===== src/rtl/sw_pkg.sv =====
// Shared types and defaults for the stopwatch controller.
package sw_pkg;

   localparam int unsigned DEFAULT_DEBOUNCE_CYCLES = 16;
   localparam int unsigned DEFAULT_TICK_DIV        = 100;

   localparam logic [1:0] ST_IDLE  = 2'b00;
   localparam logic [1:0] ST_RUN   = 2'b01;
   localparam logic [1:0] ST_PAUSE = 2'b10;
   localparam logic [1:0] ST_LAP   = 2'b11;

   typedef enum logic [1:0] {
      IDLE  = ST_IDLE,
      RUN   = ST_RUN,
      PAUSE = ST_PAUSE,
      LAP   = ST_LAP
   } sw_state_t;

endpackage


===== src/rtl/btn_conditioner.sv =====
// Pushbutton conditioner: 2-flop synchronizer, counter debouncer, and
// registered rising-edge detector producing a single-cycle press pulse.
module btn_conditioner
   import sw_pkg::*;
#(
   parameter int unsigned DEBOUNCE_CYCLES = DEFAULT_DEBOUNCE_CYCLES
) (
   input  logic clk,
   input  logic nrst,
   input  logic async_in,
   output logic press
);

   localparam int unsigned CW = $clog2(DEBOUNCE_CYCLES + 1);
   localparam logic [CW-1:0] CNT_LAST = CW'(DEBOUNCE_CYCLES - 1);

   logic          sync1_q;
   logic          sync2_q;
   logic          deb_q;
   logic          deb_dly_q;
   logic          press_q;
   logic [CW-1:0] cnt_q;

   always_ff @(posedge clk or negedge nrst) begin
      if (!nrst) begin
         sync1_q   <= 1'b0;
         sync2_q   <= 1'b0;
         deb_q     <= 1'b0;
         deb_dly_q <= 1'b0;
         press_q   <= 1'b0;
         cnt_q     <= '0;
      end else begin
         sync1_q   <= async_in;
         sync2_q   <= sync1_q;
         deb_dly_q <= deb_q;
         press_q   <= deb_q & ~deb_dly_q;
         // Accept the new level on the edge the mismatch run would hit DEBOUNCE_CYCLES.
         if (sync2_q != deb_q) begin
            if (cnt_q == CNT_LAST) begin
               deb_q <= sync2_q;
               cnt_q <= '0;
            end else begin
               cnt_q <= cnt_q + 1'b1;
            end
         end else begin
            cnt_q <= '0;
         end
      end
   end

   assign press = press_q;

endmodule


===== src/rtl/stopwatch_ctrl.sv =====
// Stopwatch control: conditions three buttons, runs the IDLE/RUN/PAUSE/LAP
// state machine and generates the count tick from a phase-preserving prescaler.
module stopwatch_ctrl
   import sw_pkg::*;
#(
   parameter int unsigned DEBOUNCE_CYCLES = DEFAULT_DEBOUNCE_CYCLES,
   parameter int unsigned TICK_DIV        = DEFAULT_TICK_DIV
) (
   input  logic       clk,
   input  logic       nrst,
   input  logic       pb_start,
   input  logic       pb_lap,
   input  logic       pb_clear,
   output logic       run_en,
   output logic       tick,
   output logic       lap_hold,
   output logic       clear,
   output logic [1:0] state
);

   localparam int unsigned PW = $clog2(TICK_DIV);
   localparam logic [PW-1:0] PRESC_MAX = PW'(TICK_DIV - 1);

   logic      press_start;
   logic      press_lap;
   logic      press_clear;
   sw_state_t state_q;
   sw_state_t state_d;
   logic      clear_q;
   logic      clear_d;
   logic [PW-1:0] presc_q;

   btn_conditioner #(.DEBOUNCE_CYCLES(DEBOUNCE_CYCLES)) u_btn_start (
      .clk      (clk),
      .nrst     (nrst),
      .async_in (pb_start),
      .press    (press_start)
   );

   btn_conditioner #(.DEBOUNCE_CYCLES(DEBOUNCE_CYCLES)) u_btn_lap (
      .clk      (clk),
      .nrst     (nrst),
      .async_in (pb_lap),
      .press    (press_lap)
   );

   btn_conditioner #(.DEBOUNCE_CYCLES(DEBOUNCE_CYCLES)) u_btn_clear (
      .clk      (clk),
      .nrst     (nrst),
      .async_in (pb_clear),
      .press    (press_clear)
   );

   // Priority clear > start > lap; losing presses are simply dropped.
   always_comb begin
      state_d = state_q;
      clear_d = 1'b0;
      if (press_clear) begin
         state_d = IDLE;
         clear_d = 1'b1;
      end else if (press_start) begin
         case (state_q)
            IDLE:    state_d = RUN;
            RUN:     state_d = PAUSE;
            PAUSE:   state_d = RUN;
            LAP:     state_d = PAUSE;
            default: state_d = IDLE;
         endcase
      end else if (press_lap) begin
         case (state_q)
            RUN:     state_d = LAP;
            LAP:     state_d = RUN;
            default: state_d = state_q;
         endcase
      end
   end

   always_ff @(posedge clk or negedge nrst) begin
      if (!nrst) begin
         state_q <= IDLE;
         clear_q <= 1'b0;
         presc_q <= '0;
      end else begin
         state_q <= state_d;
         clear_q <= clear_d;
         if (clear_d) begin
            presc_q <= '0;
         end else if (run_en) begin
            presc_q <= (presc_q == PRESC_MAX) ? '0 : presc_q + 1'b1;
         end
      end
   end

   assign run_en   = (state_q == RUN) || (state_q == LAP);
   assign lap_hold = (state_q == LAP);
   assign tick     = run_en && (presc_q == PRESC_MAX);
   assign clear    = clear_q;
   assign state    = state_q;

endmodule


===== config.mk =====
export PLATFORM = sky130hd
export DESIGN_NAME = stopwatch_ctrl
export DESIGN_NICKNAME = d
export VERILOG_FILES = /design/src/rtl/sw_pkg.sv /design/src/rtl/btn_conditioner.sv /design/src/rtl/stopwatch_ctrl.sv
export SDC_FILE = /design/constraint.sdc
export NUM_CORES = 1
export LEC_CHECK = 0
export BUFFER_PORTS_ARGS = -buffer_cell sky130_fd_sc_hd__buf_2
export CORE_ASPECT_RATIO = 2
export CORE_MARGIN = 4
export CORE_UTILIZATION = 35
export CTS_CLUSTER_DIAMETER = 150
export DETAILED_ROUTE_END_ITERATION = 10
export SKIP_LAST_GASP = 1
export SLEW_MARGIN = 10
export SYNTH_ARGS = -nofsm -noshare
export SYNTH_HDL_FRONTEND = slang
export SYNTH_HIERARCHICAL = 1
export SYNTH_SLANG_ARGS = --single-unit

===== constraint.sdc =====
create_clock -name clk -period 2.05 [get_ports clk]
set_input_delay 0.1025 -clock clk [delete_from_list [all_inputs] [get_ports clk]]
set_output_delay 0.1025 -clock clk [all_outputs]
set_load 0.05 [all_outputs]

# Word level (Yosys, flattened, before mapping)
# Index checks and enable logic that the tools add are counted.
# totals
reg_bits	40
out_inout_bits	6
input_bits	5
latch_bits	0
n_memories	0
mem_bits_rw	0
word_cells	68
mem_bits_ro	0
# classes
n_reduce_logical	12
n_shift	0
n_div	0
muxes	15
multipliers	0
n_bitwise	6
eq_ne	10
n_addsub	4
n_lt_le_gt_ge	0
# op_table
op	count
$mux W5	6
$mux W7	3
$add A5 B1 Y5 const B	3
$eq A5 B4 Y1 const B	3
$pmux W2 S2	2
$reduce_and A2 Y1	4
$add A7 B1 Y7 const B	1
$eq A7 B7 Y1 const B	1
$mux W2	3
$eq A2 B2 Y1 const B	2
$reduce_bool A4 Y1	1
$reduce_or A2 Y1	2
$and A1 B1 Y1	3
$ne A1 B1 Y1	3
$not A1 Y1	3
$reduce_bool A3 Y1	1
$eq A2 B1 Y1 const B	1
$logic_not A2 Y1	1
$reduce_bool A2 Y1	1
$logic_and A1 B1 Y1	1
$logic_or A1 B1 Y1	1
$mux W1	1

# Logic depth before layout (Yosys ltp)
# depth
word_depth	5
mapped_depth	5
ltp_nobuf	5

# Cells and area by module
# The synthesis kept the hierarchy.
# by_module_without_submodules
module	seq_area_each_um2	cells_per_inst	instances	area_per_inst_um2
btn_conditioner	250.2	26	3	360.3
stopwatch_ctrl	250.2	52	1	509.2

# Worst setup path after synthesis
# Ideal clock, no wire load.
# synth_path
path_kind	register -> output
start	register state_q[0], in the netlist state[0]
end	output port tick
path_stages_with_launch	4
t_required_ps	1947
arrival_ps	1681
path_slack_ps	267
n_path_buf	1
path_cell_list	dfrtp_1 -> buf_2 -> inv_1 -> nor2_1
# synth_between
elab_chain_cells	3
word_cells_on_any_way	4
cone_classes	eq/ne: 2; reduce/logical: 2
# synth_lines
item	line	rtl
from (decl)	stopwatch_ctrl.sv:27	sw_state_t state_q;
from (signal assigned)	stopwatch_ctrl.sv:84	state_q <= state_d;
$eq A2 B1 Y1 or $eq A2 B2 Y1 (tied branches)	stopwatch_ctrl.sv:94	assign run_en = (state_q == RUN) || (state_q == LAP);
$logic_or A1 B1 Y1 (*)	stopwatch_ctrl.sv:94	
$logic_and A1 B1 Y1 (*)	stopwatch_ctrl.sv:96	assign tick = run_en && (presc_q == PRESC_MAX);
to (decl)	stopwatch_ctrl.sv:15	output logic tick,
# Mark *: on every way between the ends. The rest lies on a longest branch, timed or not.

# Worst setup path in the final report
# layout_path
start	register presc_q[3]
end	output port tick
# layout_between
elab_chain_cells	2
# layout_lines
item	line	rtl
from (decl)	stopwatch_ctrl.sv:31	logic [PW-1:0] presc_q;
from (signal assigned)	stopwatch_ctrl.sv:89	presc_q <= (presc_q == PRESC_MAX) ? '0 : presc_q + 1'b1;
$eq A7 B7 Y1	stopwatch_ctrl.sv:96	
$logic_and A1 B1 Y1	stopwatch_ctrl.sv:96	
# No other way between the ends.

==> results list <==
- Derived from the worst setup path, the maximum achievable clock frequency is 612 MHz.
* Number of warnings issued by yosys: 6
- By area, the combinational part of the netlist is dominated by simple AND/OR/NAND/NOR gates.
* Sequential fraction of design power: 0.584
* Number of clock sinks: 40
- The number of antenna violations at the first check in global routing was 0.
* Clock Root Buffer: sky130_fd_sc_hd__clkbuf_8
* Average vias per placed instance: 4.81
* Slew of the pin with the lowest slew margin: 0.863 ns
- CTS tree: built
- Number of buffers between clock root and the deepest sink: 2
* Number of cells on the worst hold path: 0
- The multi-input combinational cells in the finished layout cover a total of 558 um^2.
- Mean routed wirelength per cell: 11.5 um
- From left edge to right edge, the die measures 55.7 um.
* Max Clock Skew: 0.00334 ns
- Pre-Repair DR Iteration Count: 3
- The analysis attributes to net switching a power of 0.325 mW.
- Static power due to leakage: 0.919 nW
- Endpoint with the worst hold slack: u_btn_lap/sync2_q
- When the netlist entered floorplanning its net count stood at 139.
- The H-tree was split into 2 levels.
- The synthesized design contains 40 register bits.
* Number of global-route vias before repair: 1044
- Registers take 1000 um^2.
* Cell count after synthesis: 130
- Fraction of the mapped netlist area in adder cells: 0.0315
* Core area: 4380 um^2
* Required time of the critical path: 1.95 ns
- Of the cells placed in the final design, the portion with a size suffix greater than 1 is 0.174.
- Share of the clock period used by the worst path after layout: 0.797
- The portion of synthesized area spent on multiplexers is 0.0401.
- Fraction of the mapped netlist area in simple logic gates: 0.172
- In this run the worst path has a maximum fanout of 5.
- The flow ran to the end, and the final reports show no timing, DRC or antenna violations.
- The tightest min-delay check is of the reg -> reg type.
- Setup slack on the critical path of the routed design comes to 0.417 ns.
* Setup CP Type: reg -> out
* All-layer global routing usage: 0.0956
- Drc violations: 0
- In this run the remaining antenna-violating nets after routing total 0.
- Port buffering added 10 buffers.
* Starting utilization of the core area: 0.363
* Share of power burned in the clock network: 0.360
- The first global-routing pass estimated 4320 um of wire.
- Setup-violating endpoint count in the final report: 0
- Hold Crit Start: u_btn_lap/sync1_q
* Power per cell area: 792 nW/um^2
- In this run the critical register-to-register path is captured at presc_q[5].
- For the final routed database, the setup TNS stands at 0 ns.
- Post-detailed-routing wire length: 2340 um
* Synth unique cells: 31
* Final net count: 157
* GP Congestion: 0.676
- Number of pins exceeding their max-slew limit in the final report: 0
* Relative area change from synthesis to final layout: 14.9%
- 11 I/O pins were placed.
* Power Internal: 1.12 mW
* Via count: 977
* Clock-pin transition on the worst setup and hold timing paths: 0.07 ns
* Largest net degree at the start of global routing: 41
- Startpoint type of the worst setup path: flip-flop
- Number of buffers inserted during clock tree synthesis: 5
* Netlist area before placement: 1590 um^2
- For this run, the register share of the synthesized area comes to 0.629.
* Final count of hold timing violations: 0
* Unrepaired setup endpoints after global routing: no
- Counting cells, the worst reg-to-reg path comes to 4.
* Share of the synthesized netlist area taken by xor and xnor gates: 0.0661
- The clock reaches the later pin of the worst-skew pair after 0.28 ns.
* Initial DRC Count: 11
- The initialized floorplan defines 34 standard-cell rows.
- Gr ovfl total: 0
- Die outline area: 5750 um^2
* Count of antenna diodes in the layout: 0
* Syn_area_per_cell: 12.2 um^2
- Minimum clock period: 1.63 ns
- Across the VDD grid, the largest voltage drop is 578 uV.
* Comb pwr share: 0.056
- CP Data Arrival Time: 1.53 ns
- Once detailed placement completed, the half-perimeter wirelength came to 1620 um.
- The post-synthesis compound-gate area fraction came to 0.0417.
* Placement-stage worst setup slack: 0.712 ns
* Reg2reg setup slack: 0.73 ns
- Maxcap violations: 0
* Category of the worst setup path capture point: output pin
* Max transition margin: 0.425
- Fill cells in the final layout number 419.
- R2R Path Start: presc_q[3]
* Switch share: 0.224
- Measured along the y axis, the die boundary spans 103 um.
flip-flops by register name, indices dropped and copies added, names as in the netlist, 2 cells and up:
signal and cells:
u_btn_lap/cnt_q 5, u_btn_clear/cnt_q 5, presc_q 7, u_btn_start/cnt_q 5
state 2
cell usage after synthesis:
library cell / n / area (um^2)
sky130_fd_sc_hd__nor3b_1: 1 / 7.51
sky130_fd_sc_hd__mux2i_1: 3 / 30.0
sky130_fd_sc_hd__a221oi_1: 1 / 8.76
sky130_fd_sc_hd__nand3_1: 3 / 15.0
sky130_fd_sc_hd__nor2_2: 3 / 18.8
sky130_fd_sc_hd__a31oi_1: 1 / 6.26
sky130_fd_sc_hd__dfrtp_1: 40 / 1000
sky130_fd_sc_hd__xor2_1: 11 / 96.3
sky130_fd_sc_hd__nand2_1: 4 / 15.0
sky130_fd_sc_hd__nand3_2: 3 / 30.0
sky130_fd_sc_hd__and3_1: 3 / 18.8
sky130_fd_sc_hd__o21ai_0: 1 / 5.00
sky130_fd_sc_hd__xnor2_1: 1 / 8.76
sky130_fd_sc_hd__clkbuf_1: 1 / 3.75
sky130_fd_sc_hd__nand3b_1: 1 / 7.51
sky130_fd_sc_hd__and3_4: 1 / 11.3
sky130_fd_sc_hd__a41oi_1: 1 / 8.76
sky130_fd_sc_hd__nor3_1: 2 / 10.0
sky130_fd_sc_hd__nand4_1: 3 / 18.8
sky130_fd_sc_hd__mux2_1: 3 / 33.8
sky130_fd_sc_hd__and2_1: 4 / 25.0
sky130_fd_sc_hd__inv_1: 5 / 18.8
sky130_fd_sc_hd__a22oi_1: 1 / 7.51
sky130_fd_sc_hd__nor3_2: 1 / 10.0
sky130_fd_sc_hd__nor2b_1: 4 / 25.0
sky130_fd_sc_hd__buf_2: 1 / 5.00
sky130_fd_sc_hd__nor2_1: 16 / 60.1
sky130_fd_sc_hd__ha_1: 4 / 50.1
sky130_fd_sc_hd__buf_1: 1 / 3.75
sky130_fd_sc_hd__o21ai_1: 3 / 15.0
sky130_fd_sc_hd__a21oi_1: 3 / 15.0
stage by stage:
step / std cells / hold WS [ns] / utilization / power (mW) / area, um^2
5_1_grt: 203 / 0.356 / 0.417 / 1.53 / 1830
6_report: 203 / 0.350 / 0.417 / 1.45 / 1830
3_3_place_gp: 191 / 0.212 / 0.387 / 0.932 / 1700
3_5_place_dp: 191 / 0.213 / 0.387 / 0.939 / 1700
4_1_cts: 203 / 0.353 / 0.417 / 1.48 / 1830
2_1_floorplan: 130 / -0.193 / - / 0.906 / 1590
worst max-delay path by stage:
stage | cells past startpoint | slack [ns] | from | endpoint
final | 4 | 0.42 | presc_q[3] | tick
after floorplan | 3 | 0.27 | state[0] | tick
after global routing | 4 | 0.30 | presc_q[0] | tick
after global placement | 4 | 0.76 | presc_q[3] | tick
after CTS | 4 | 0.40 | presc_q[3] | tick
after detailed placement | 4 | 0.71 | presc_q[3] | tick
layout make-up:
class | count | share of cell area
clock buffers | 6 | 0.0452
repair buffers | 14 | 0.0493
flip-flops and latches | 40 | 0.548
inverters | 5 | 0.0103
clock inverters | 2 | 0.00548
multi-input cells | 82 | 0.305
well taps | 54 | 0.0370
worst max-delay path: stages, from the launching register on:
cell	delay, ns
sky130_fd_sc_hd__dfrtp_1	0.43
sky130_fd_sc_hd__nor3_2	0.24
sky130_fd_sc_hd__nand4_1	0.19
sky130_fd_sc_hd__nor2_1	0.13
sky130_fd_sc_hd__buf_2	0.27
repair_timing:
item / 4_1_cts / 5_1_grt
hold buffers: 4 / 0
setup buffers: 0 / 0
endpoints found under the hold margin: 43 / 0
gates resized for setup: 0 / 0
power by group through the flow:
stage	clock network, mW	registers (mW)	logic, mW
floorplan	0	0.855	0.0502
global placement	0	0.857	0.0746
detailed placement	0	0.860	0.0794
CTS	0.549	0.845	0.0853
global route	0.580	0.850	0.0996
finish	0.521	0.845	0.0818
cells in the final DEF (no fill, tap or decap), drive strengths merged, types with 5 or more instances in the layout:
cell / synthesis / routed
dfrtp: 40 / 40
xor2: 11 / 11
inv: 5 / 5
buf: 2 / 10
nand3: 6 / 6
clkbuf: 1 / 6
nor2: 19 / 19
kinds of logic (layout without fill, tap and decap cells):
logic type / count (synthesis) / in the layout
flip-flops: 40 / 40
AND/OR/NAND/NOR: 49 / 49
multiplexers: 6 / 6
adder cells (fa/ha/maj): 4 / 4
AO/OA/AOI/OAI: 11 / 11
XOR/XNOR: 12 / 12
buffers and inverters: 8 / 27
metal layers:
layer	global-route usage	wire length [um]
met1	0.0942	945
met2	0.174	1270
met3	0.0298	94
met4	0.0562	23
met5	0	0
Note: power is estimated with default switching activity, not from simulation.
